==> src/rtl/bus_arbiter_pkg.sv <==
// Shared definitions for the bus arbiter: select-mode codes, FSM state encoding, bus widths.
// Latency: n/a (constants and types only).
// Backpressure: n/a.
package bus_arbiter_pkg;

  // Width of the shared memory address bus tapped by the slave decoder.
  localparam int MemAddressBusWidth = 32;

  // Width of one per-agent select-mode field.
  localparam int SelectModeBus = 2;

  // Select-mode codes driven onto master and slave select_as inputs.
  localparam logic [SelectModeBus-1:0] SelectAsNone   = 2'b00;
  localparam logic [SelectModeBus-1:0] SelectAsMaster = 2'b01;
  localparam logic [SelectModeBus-1:0] SelectAsDevice = 2'b10;

  // Arbiter FSM encoding.
  localparam int ArbStateBus = 2;
  typedef enum logic [ArbStateBus-1:0] {
    ArbIdle  = 2'b00,
    ArbGrant = 2'b01,
    ArbTurn  = 2'b10
  } arb_state_t;

endpackage

==> src/rtl/bus_arbiter_picker.sv <==
// Round-robin priority picker: first set request at or after rr_ptr, wrapping.
// Latency: purely combinational.
// Backpressure: none; winner_vld low when no request is pending.
module rr_priority_picker #(
  parameter int NUM_MASTERS = 2,
  parameter int IDX_W       = 1
) (
  input  logic [NUM_MASTERS-1:0] req_in,
  input  logic [IDX_W-1:0]       rr_ptr,
  output logic [IDX_W-1:0]       winner_idx,
  output logic                   winner_vld
);

  logic [IDX_W-1:0] cand;

  // Scan offsets from farthest to nearest so the nearest requester overwrites the others.
  always_comb begin
    winner_idx = '0;
    winner_vld = 1'b0;
    cand       = '0;
    for (int off = NUM_MASTERS - 1; off >= 0; off--) begin
      cand = IDX_W'((int'(rr_ptr) + off) % NUM_MASTERS);
      if (req_in[cand]) begin
        winner_idx = cand;
        winner_vld = 1'b1;
      end
    end
  end

endmodule

==> src/rtl/bus_arbiter.sv <==
// Shared-bus arbiter + slave decoder; optional grant timeout under BUS_ARB_TIMEOUT_EN.
// Latency: request to grant 1 cycle from IDLE; release to next grant 2 cycles via TURN.
// Backpressure: losing requesters are stalled combinationally through hold_flag_out.
module bus_arbiter
  import bus_arbiter_pkg::*;
#(
  parameter int NUM_MASTERS    = 2,
  parameter int NUM_SLAVES     = 4,
  parameter int SLAVE_SEL_BITS = 2,
  parameter int TIMEOUT_CYCLES = 256,
  localparam int IDX_W = (NUM_MASTERS > 1) ? $clog2(NUM_MASTERS) : 1
) (
  input  logic                                       clk,
  input  logic                                       rst,
  input  logic [NUM_MASTERS-1:0]                     req_in,
  input  logic [MemAddressBusWidth-1:0]              addr_in,
  output logic [NUM_MASTERS-1:0][SelectModeBus-1:0]  master_select_as_out,
  output logic [NUM_SLAVES-1:0][SelectModeBus-1:0]   slave_select_as_out,
  output logic [NUM_MASTERS-1:0]                     hold_flag_out,
  output logic [IDX_W-1:0]                           grant_idx_out,
  output logic                                       bus_busy_out,
  output logic                                       timeout_out
);

  arb_state_t       state, state_nxt;
  logic [IDX_W-1:0] grant_idx, grant_nxt;
  logic [IDX_W-1:0] rr_ptr, rr_ptr_nxt;
  logic [IDX_W-1:0] pick_idx;
  logic             pick_vld;
  logic [IDX_W-1:0] ptr_after_owner;
  logic [SLAVE_SEL_BITS-1:0] slave_idx;
  logic             unused_addr;

`ifdef BUS_ARB_TIMEOUT_EN
  localparam int CNT_W = (TIMEOUT_CYCLES > 2) ? $clog2(TIMEOUT_CYCLES) : 1;
  logic [CNT_W-1:0] cnt, cnt_nxt;
  logic             tmo_q, tmo_nxt;
`else
  localparam int unused_timeout_cycles = TIMEOUT_CYCLES;
`endif

  rr_priority_picker #(
    .NUM_MASTERS (NUM_MASTERS),
    .IDX_W       (IDX_W)
  ) u_picker (
    .req_in     (req_in),
    .rr_ptr     (rr_ptr),
    .winner_idx (pick_idx),
    .winner_vld (pick_vld)
  );

  assign ptr_after_owner = (grant_idx == IDX_W'(NUM_MASTERS - 1)) ? '0 : grant_idx + IDX_W'(1);
  assign slave_idx       = addr_in[MemAddressBusWidth-1 -: SLAVE_SEL_BITS];
  assign unused_addr     = ^addr_in[MemAddressBusWidth-SLAVE_SEL_BITS-1:0];

  // State, owner, round-robin pointer and timeout registers.
  always_ff @(posedge clk) begin
    if (rst) begin
      state     <= ArbIdle;
      grant_idx <= '0;
      rr_ptr    <= '0;
`ifdef BUS_ARB_TIMEOUT_EN
      cnt       <= '0;
      tmo_q     <= 1'b0;
`endif
    end else begin
      state     <= state_nxt;
      grant_idx <= grant_nxt;
      rr_ptr    <= rr_ptr_nxt;
`ifdef BUS_ARB_TIMEOUT_EN
      cnt       <= cnt_nxt;
      tmo_q     <= tmo_nxt;
`endif
    end
  end

  // Next-state logic: arbitrate from IDLE/TURN, release (or time out) from GRANT.
  always_comb begin
    state_nxt  = state;
    grant_nxt  = grant_idx;
    rr_ptr_nxt = rr_ptr;
`ifdef BUS_ARB_TIMEOUT_EN
    cnt_nxt    = cnt;
    tmo_nxt    = 1'b0;
`endif
    case (state)
      ArbIdle, ArbTurn: begin
        if (pick_vld) begin
          state_nxt = ArbGrant;
          grant_nxt = pick_idx;
`ifdef BUS_ARB_TIMEOUT_EN
          cnt_nxt   = '0;
`endif
        end else begin
          state_nxt = ArbIdle;
        end
      end
      ArbGrant: begin
        // Always pass through TURN so two agents never drive the bus together.
        if (!req_in[grant_idx]) begin
          state_nxt  = ArbTurn;
          rr_ptr_nxt = ptr_after_owner;
        end
`ifdef BUS_ARB_TIMEOUT_EN
        else if (cnt == CNT_W'(TIMEOUT_CYCLES - 1)) begin
          state_nxt  = ArbTurn;
          rr_ptr_nxt = ptr_after_owner;
          tmo_nxt    = 1'b1;
        end else begin
          cnt_nxt = cnt + CNT_W'(1);
        end
`endif
      end
      default: state_nxt = ArbIdle;
    endcase
  end

  // Output decode: selects only in GRANT, holds for every requester that is not the owner.
  always_comb begin
    master_select_as_out = '0;
    slave_select_as_out  = '0;
    hold_flag_out        = '0;
    bus_busy_out         = (state == ArbGrant);
    grant_idx_out        = grant_idx;
    for (int i = 0; i < NUM_MASTERS; i++) begin
      master_select_as_out[i] = SelectAsNone;
      if (state == ArbGrant && grant_idx == IDX_W'(i)) begin
        master_select_as_out[i] = SelectAsMaster;
      end
      // Gated by rst so losers are released while reset is held.
      hold_flag_out[i] = req_in[i] & ~rst & ~(state == ArbGrant && grant_idx == IDX_W'(i));
    end
    for (int j = 0; j < NUM_SLAVES; j++) begin
      slave_select_as_out[j] = SelectAsNone;
      if (state == ArbGrant && slave_idx == SLAVE_SEL_BITS'(j)) begin
        slave_select_as_out[j] = SelectAsDevice;
      end
    end
  end

`ifdef BUS_ARB_TIMEOUT_EN
  assign timeout_out = tmo_q;
`else
  assign timeout_out = 1'b0;
`endif

endmodule
==> config.mk <==
export PLATFORM = sky130hd
export DESIGN_NAME = bus_arbiter
export DESIGN_NICKNAME = d
export VERILOG_FILES = /design/src/rtl/bus_arbiter_pkg.sv /design/src/rtl/bus_arbiter_picker.sv /design/src/rtl/bus_arbiter.sv
export SDC_FILE = /design/constraint.sdc
export NUM_CORES = 1
export LEC_CHECK = 0
export ABC_AREA = 1
export ABC_CLOCK_PERIOD_IN_PS = 1400
export CAP_MARGIN = 20
export CORE_UTILIZATION = 22
export DETAILED_ROUTE_END_ITERATION = 7
export PLACE_DENSITY_LB_ADDON = 0.1
export RECOVER_POWER = 100
export SETUP_SLACK_MARGIN = 0.1
export SYNTH_ARGS = -nofsm -noshare
export SYNTH_HDL_FRONTEND = slang
export SYNTH_SLANG_ARGS = --single-unit
==> constraint.sdc <==
create_clock -name clk -period 1.4 [get_ports clk]
set_input_delay 0.14 -clock clk [delete_from_list [all_inputs] [get_ports clk]]
set_output_delay 0.14 -clock clk [all_outputs]
set_load 0.02 [all_outputs]
## Yosys cells after proc, flatten, opt, wreduce, memory -nomap -nowiden

Index checks and enable logic that the tools add are counted.

- Flip-flop bits (word level): 4
- Bits in latches: 0
- Memory bits (writable): 0
- Memory bits (read-only): 0
- Input port bits: 36
- Output and inout port bits: 17
- Memories kept: 0

- Add/sub/neg operators: 2
- Multipliers: 0
- Div/mod/pow operators: 0
- Order comparisons: 3
- Eq/ne operators: 6
- Shift-type cells: 0
- Muxes and demuxes: 20
- Bitwise gates (word level): 9
- Reduce and logical (&&, ||, !) cells: 11

Operators by type and width:

| kind | number |
|---|---|
| 1-bit 2-to-1 mux | 14 |
| 2-bit 2-to-1 mux | 5 |
| 2-bit == test (second input constant) | 3 |
| 1-bit logical AND | 6 |
| 1-bit by 2-bit less-than comparator with 1-bit output (second input constant) | 3 |
| 1-bit inverter | 5 |
| 1-bit AND | 4 |
| 2-bit by 1-bit == test with 1-bit output (second input constant) | 2 |
| 2-bit logical NOT | 2 |
| 2-bit one-hot mux with 2 select lines | 1 |
| 2-bit AND reduction | 2 |
| 1-bit adder (second input constant) | 2 |
| 2-bit != test (second input constant) | 1 |
| 2-bit OR reduction | 1 |

## Logic depth before layout (Yosys ltp)

Gate-level depths: netlist of run 1.

- Depth after elaboration: 7
- Depth in mapped cells: 5
- Mapped depth without buffers: 5

## By module

A second synthesis of run 1 with hierarchy kept.

- Cells, all modules: 48
- Area total of the unflattened synthesis: 321.6 um^2

Modules (own cells, without submodules):

| module | times used | cells an instance | area each (um^2) | seq. area each (um^2) |
|---|---|---|---|---|
| bus_arbiter | 1 | 44 | 302.8 | 80.1 |
| rr_priority_picker | 1 | 4 | 18.8 | 0.0 |

## Least setup slack after synthesis of run 1

Ideal clock, no wire load.

- Path kind: register to output
- From: reg state[1]
- To: out slave_select_as_out[1] in the netlist's numbering
- Data arrival time: 1057 ps
- Path slack: 203 ps
- Cell stages (with the launch flop): 4
- Buffers on the path: 0
- Cell sequence: dfxtp_1 nor2_8 inv_2 nor3_1

RTL lines:

| what | line | RTL |
|---|---|---|
| from (decl) | bus_arbiter.sv:25 | `arb_state_t state, state_nxt;` |
| from (signal assigned) | bus_arbiter.sv:59 | `state <= ArbIdle;` |
| from (signal assigned) | bus_arbiter.sv:67 | `state <= state_nxt;` |
| to (decl) | bus_arbiter.sv:18 | `output logic [NUM_SLAVES-1:0][SelectModeBus-1:0] slave_select_as_out,` |

==> out/results.ini, run 1 <==
[run_status]
status = finished clean

[route]
drc = 0
drtIter0Drc = 3
wl_met2_microns = 312
wl_met3_microns = 47
viasPerCell = 3.81
wirelength_microns = 651
dr.pass1.iters = 2
wire_per_inst_microns = 7.57
top_layer = met3
wl_met1_microns = 291
postRouteAntennaNets = 0
vias = 328

[finish]
nets = 109
drive_above_1_share_pct = 25.4
design_area_sq_um = 464
n_antenna_cell = 0
syn2layout_area_growth_pct = 47.2
final_common_cell = nand2_1
final_cell_mix = nand2_1, inv_1, clkbuf_1

[placed_design]
finalWeightedCongestion = 0.673
hpwl_microns = 569
port_buffers = 15
placed_area_sq_um = 507
place_ws_ns = -0.261

[sta]
rsz0062_at_grt = no
hold_viol = 0
setup_ws_ns = 0.139
fin_crit_sh_pct = 90.1
min_period_ns = 1.26
tns_ns = 0
fmax_ghz = 0.793
final-setup-viol-count = 0
skew_ns = 0.00180
slew_violations = 0

[worst_setup_path]
setup.worst_path.start_class = flip-flop
crit_fanout = 4
critPathLaunch = state[0]$_SDFFE_PP0P_
crit_path_frequent_cell = inv_2
crit_type = reg2out
cp_cell_sequence = inv_2 > nor2_8 > inv_2 > nor3_1 > clkbuf_1
critPathCaptureType = output pin
r2r_slack_ns = 0.44
slowest_stage = dfxtp_1
arrival_ns = 1.12
cp.required_ns = 1.26
cp_slowest_stage_delay_ns = 0.31
r2r-start = grant_idx_out$_SDFFE_PP0P_
rr_endpoint = rr_ptr$_SDFFE_PP0P_
reg2reg_depth = 6

[grt]
grt_pass1_wl_microns = 945
grt_pass1_vias = 249
grt_use_total_pct = 10.1
grt_max_degree = 5
antenna_found_initial = 0
grt-ovfl-total = 0

[floorplan]
die_y_microns = 39.9
top_level_ports = 53
start_util_pct = 23.9
dieWidth_microns = 39.9
fp-row-count = 13
core_sq_mm = 0.00132
dieArea_sq_mm = 0.00159

[cts]
cts.sinks = 4
clock_latency_ns = 0.23
cts_root_buf = clkbuf_4
cts.clk_slew.worst_paths_ns = 0.04
numCtsBuffers = 3
cts_hold_buffers = 0
clockBufferDepth = 2
cts_resized = 34
htree_num_levels = 1
cts_tree = yes
post_cts_buffers = 0

[worst_hold_path]
whs_path_depth = 2
min_to = rr_ptr$_SDFFE_PP0P_
hold_class = reg2reg
min_from = rr_ptr$_SDFFE_PP0P_

[power_and_ir_drop]
p_total_mw = 0.410
power.internal_mw = 0.272
p_leak_nw = 0.253
powerDensity_mw_per_mm2 = 883
ir_drop_uv = 367
clkPwrFrac_pct = 33.9
p_comb_share_pct = 34.7
p_switching_mw = 0.138
switching_share_pct = 33.6
seqPwrFrac_pct = 31.4

[synth]
ys_ff_latch = 4
syn_area_sq_um = 315
ys_warn_count = 0
avgSynthCellArea_sq_um = 6.71
yosysSeqAreaShare_pct = 25.4
synthCells = 47
yosys.cell_types.count = 15

[run]
maxCapViolCount = 0

power by group through the flow:
stage	sequential (mW)	clock (mW)	combinational [mW]
2_1_floorplan	0.133	0	0.100
3_3_place_gp	0.130	0	0.168
3_5_place_dp	0.130	0	0.167
4_1_cts	0.129	0.148	0.158
5_1_grt	0.130	0.154	0.158
6_report	0.129	0.139	0.142
synthesized netlist by cell type, drive strengths merged:
cell | instances | share of area (%)
nor3 | 4 | 6.3
conb | 1 | 1.2
dfxtp | 4 | 25
buf | 7 | 17
nand3b | 1 | 3.6
a21oi | 3 | 6.0
nor2 | 2 | 7.5
nand3 | 4 | 7.9
inv | 11 | 13
nand2 | 9 | 11
o21ai | 1 | 1.6
routing by layer:
metal,vias up,GRT usage [%]
met5,-,0
met1,136,10.0
met4,0,10.3
met2,14,14.3
li1,178,-
met3,0,5.11
worst max-delay path: cells and delay by family (launching register included):
| family | cells | cell delay [ns] |
|---|---|---|
| buffers and inverters | 3 | 0.36 |
| DFF | 1 | 0.31 |
| and+or+nand+nor | 2 | 0.22 |
cells by family (layout without fill, tap and decap cells):
group	Yosys count	after routing	share of synthesized area, %
AO/OA/AOI/OAI	4	4	7.54
buffers and inverters	18	36	29.8
flip-flops	4	4	25.4
other	1	7	1.19
AND/OR/NAND/NOR	20	20	36.1
final cells by class:
cell class                 instances  area [sq um]
tap                               15          18.8
inverter                          11          41.3
timing repair buffer              22           141
fill                             159           853
clock buffer                       3          22.5
multi-input combinational         31           159
sequential                         4          81.3
flip-flops by register name, indices dropped and copies added (netlist names):
name / cells
state: 2
grant_idx_out: 1
rr_ptr: 1
how the worst max path moves through the flow:
stage,to,slack (ns),depth (start not counted)
after floorplan,slave_select_as_out[1],0.20,3
final,slave_select_as_out[3],0.14,5
after global routing,slave_select_as_out[3],0.06,5
after detailed placement,slave_select_as_out[5],-0.26,4
after global placement,slave_select_as_out[5],-0.26,4
after CTS,hold_flag_out[0],0.10,5
per-stage QoR:
step | util, % | hold WS (ns) | instances
global route | 35.2 | 0.498 | 86
floorplan | - | 0.202 | 53
CTS | 38.8 | 0.469 | 86
finish | 35.2 | 0.468 | 86
detailed placement | 38.5 | 0.464 | 83
global placement | 38.5 | 0.456 | 83
(Power assumes the default switching activity.)
==> run 2: changes to the inputs <==
--- a/config.mk
+++ b/config.mk
@@ -9,6 +9,7 @@
 export ABC_CLOCK_PERIOD_IN_PS = 1400
 export CAP_MARGIN = 20
 export CORE_UTILIZATION = 22
+export CTS_BUF_LIST = sky130_fd_sc_hd__clkbuf_16
 export DETAILED_ROUTE_END_ITERATION = 7
 export PLACE_DENSITY_LB_ADDON = 0.1
 export RECOVER_POWER = 100
==> run 2 against run 1 <==
  * Core utilization up 3.9 points
  * Cell count unchanged
  * Via count up 0.91%
  * Largest power group is now clock
  * Die area unchanged
  * Critical endpoint is now slave_select_as_out[7]
  * Critical path depth down 1
  * Critical path type is now in2out
  * Flip-flop and latch count unchanged
  * Non-clock buffer count unchanged
  * Worst setup slack worse by 0.013 ns
  * Clock skew down 0.00053 ns
==> out/results.ini, run 2 (same netlist as run 1, synthesis figures left out) <==
[power_and_ir_drop]
powerDensity_mw_per_mm2 = 1380  ; +56%
ir_drop_uv = 786  ; +110%
p_leak_nw = 0.272  ; +7.5%

[placed_design]
place_ws_ns = -0.261  ; unchanged
finalWeightedCongestion = 0.673  ; unchanged
port_buffers = 15  ; unchanged
hpwl_microns = 569  ; unchanged

[cts]
post_cts_buffers = 0  ; unchanged
clock_latency_ns = 0.22  ; about the same
cts_root_buf = clkbuf_16
cts.clk_slew.worst_paths_ns = 0.03  ; about the same
numCtsBuffers = 3  ; unchanged
cts.sinks = 4  ; unchanged
htree_num_levels = 1  ; unchanged
cts_tree = yes
clockBufferDepth = 2  ; unchanged

[floorplan]
fp-row-count = 13  ; unchanged
top_level_ports = 53  ; unchanged
die_y_microns = 39.9  ; unchanged
core_sq_mm = 0.00132  ; unchanged
dieWidth_microns = 39.9  ; unchanged
start_util_pct = 23.9  ; unchanged
dieArea_sq_mm = 0.00159  ; unchanged

[grt]
grt_pass1_wl_microns = 966  ; +2.2%
grt-ovfl-total = 0  ; unchanged
grt_use_total_pct = 10.1  ; unchanged
grt_max_degree = 5  ; unchanged
grt_pass1_vias = 257  ; +3.2%
antenna_found_initial = 0  ; unchanged

[finish]
syn2layout_area_growth_pct = 63.5
nets = 109  ; unchanged
nFillCells = 153  ; -3.8%
drive_above_1_share_pct = 23.9  ; -1.4 points
n_antenna_cell = 0  ; unchanged
largest_register_ffs = 2  ; unchanged
final_cell_mix = nand2_1, clkbuf_1, inv_1
regMostFlops = state

[worst_hold_path]
whs_path_depth = 2  ; unchanged
hold_class = reg2reg

[worst_setup_path]
cp.depth = 4  ; -1
crit_family = buffers and inverters
cp.required_ns = 1.26  ; about the same
crit_type = in2out
critPathLaunch = addr_in[31]
r2r-start = grant_idx_out$_SDFFE_PP0P_
slowest_stage = clkdlybuf4s50_1
crit_end = slave_select_as_out[7]
cp_slowest_stage_delay_ns = 0.50  ; +0.19 ns
arrival_ns = 1.13  ; about the same
r2r_slack_ns = 0.44  ; about the same
rr_endpoint = rr_ptr$_SDFFE_PP0P_
reg2reg_depth = 6  ; unchanged
cp_cell_sequence = clkdlybuf4s50_1 > inv_1 > nor3_1 > clkbuf_1
critPathCaptureType = output pin
cp_num_buf_inv = 3  ; unchanged
crit_fanout = 3  ; -1
setup.worst_path.start_class = input port

[sta]
rsz0062_at_grt = no
slew_violations = 0  ; unchanged
final-setup-viol-count = 0  ; unchanged
fmax_ghz = 0.785  ; -1.0%
tns_ns = 0  ; unchanged
skew_ns = 0.00128  ; -0.000525 ns
fin_crit_sh_pct = 91.0  ; +0.92 points
setup_ws_ns = 0.126  ; -0.0129 ns
min_period_ns = 1.27  ; +0.0129 ns
hold_viol = 0  ; unchanged

[route]
drtIter0Drc = 3  ; unchanged
postRouteAntennaNets = 0  ; unchanged
wirelength_microns = 677  ; +4.0%
viasPerCell = 3.85  ; +0.91%
wire_per_inst_microns = 7.87  ; +4.0%
drc = 0  ; unchanged
dr.pass1.iters = 4  ; +2
vias = 331  ; +0.91%

[run]
maxCapViolCount = 0  ; unchanged

[run_status]
status = finished clean

## run 2: layout make-up
cell class | instances | area (sq um) | area share [%]
Clock buffer | 3 | 75.1 | 14.6
Inverter | 11 | 41.3 | 8.01
Multi-Input combinational cell | 31 | 159 | 30.8
Sequential cell | 4 | 81.3 | 15.8
Tap cell | 15 | 18.8 | 3.64
Timing Repair Buffer | 22 | 140 | 27.2
## run 2: tightest hold or removal path, stage by stage (launching register included)
cell     delay [ns]
dfxtp_1        0.30
nand2_1        0.07
a21oi_2        0.05
## run 2: routing by layer
layer / global-route usage (%) / up-vias / wire [microns]
met5: 0 / - / 0
met4: 12.9 / 0 / 8
met3: 1.70 / 2 / 47
met2: 14.8 / 14 / 313
met1: 10.7 / 137 / 307
li1: - / 178 / -
## run 2: how the worst min path moves through the flow
stage	to	slack, ns	startpoint
after floorplan	rr_ptr$_SDFFE_PP0P_	0.20	rst
after global routing	rr_ptr$_SDFFE_PP0P_	0.50	rr_ptr$_SDFFE_PP0P_
after global placement	rr_ptr$_SDFFE_PP0P_	0.46	rr_ptr$_SDFFE_PP0P_
final	rr_ptr$_SDFFE_PP0P_	0.47	rr_ptr$_SDFFE_PP0P_
after detailed placement	rr_ptr$_SDFFE_PP0P_	0.46	rr_ptr$_SDFFE_PP0P_
after CTS	rr_ptr$_SDFFE_PP0P_	0.47	rr_ptr$_SDFFE_PP0P_
## run 2: report_power, final
group / total (mW) / switching, mW / internal, mW
sequential: 0.129 / 0.00568 / 0.123
combinational: 0.142 / 0.0891 / 0.0529
clock: 0.439 / 0.0747 / 0.364
## run 2: through the flow
step                cell area, sq um  std cells  hold slack (ns)  utilization (%)  power, mW
global placement                 507         83            0.456             38.5      0.298
CTS                              564         86            0.468             42.8      0.734
detailed placement               507         83            0.464             38.5      0.298
global route                     515         86            0.497             39.1      0.747
floorplan                        338         53            0.202                -      0.233
finish                           515         86            0.468             39.1      0.710
## run 2: timing repair
item	CTS	global route
setup endpoints to repair	10	6
hold buffers	0	0
gates resized for setup	27	11
cloned	0	0
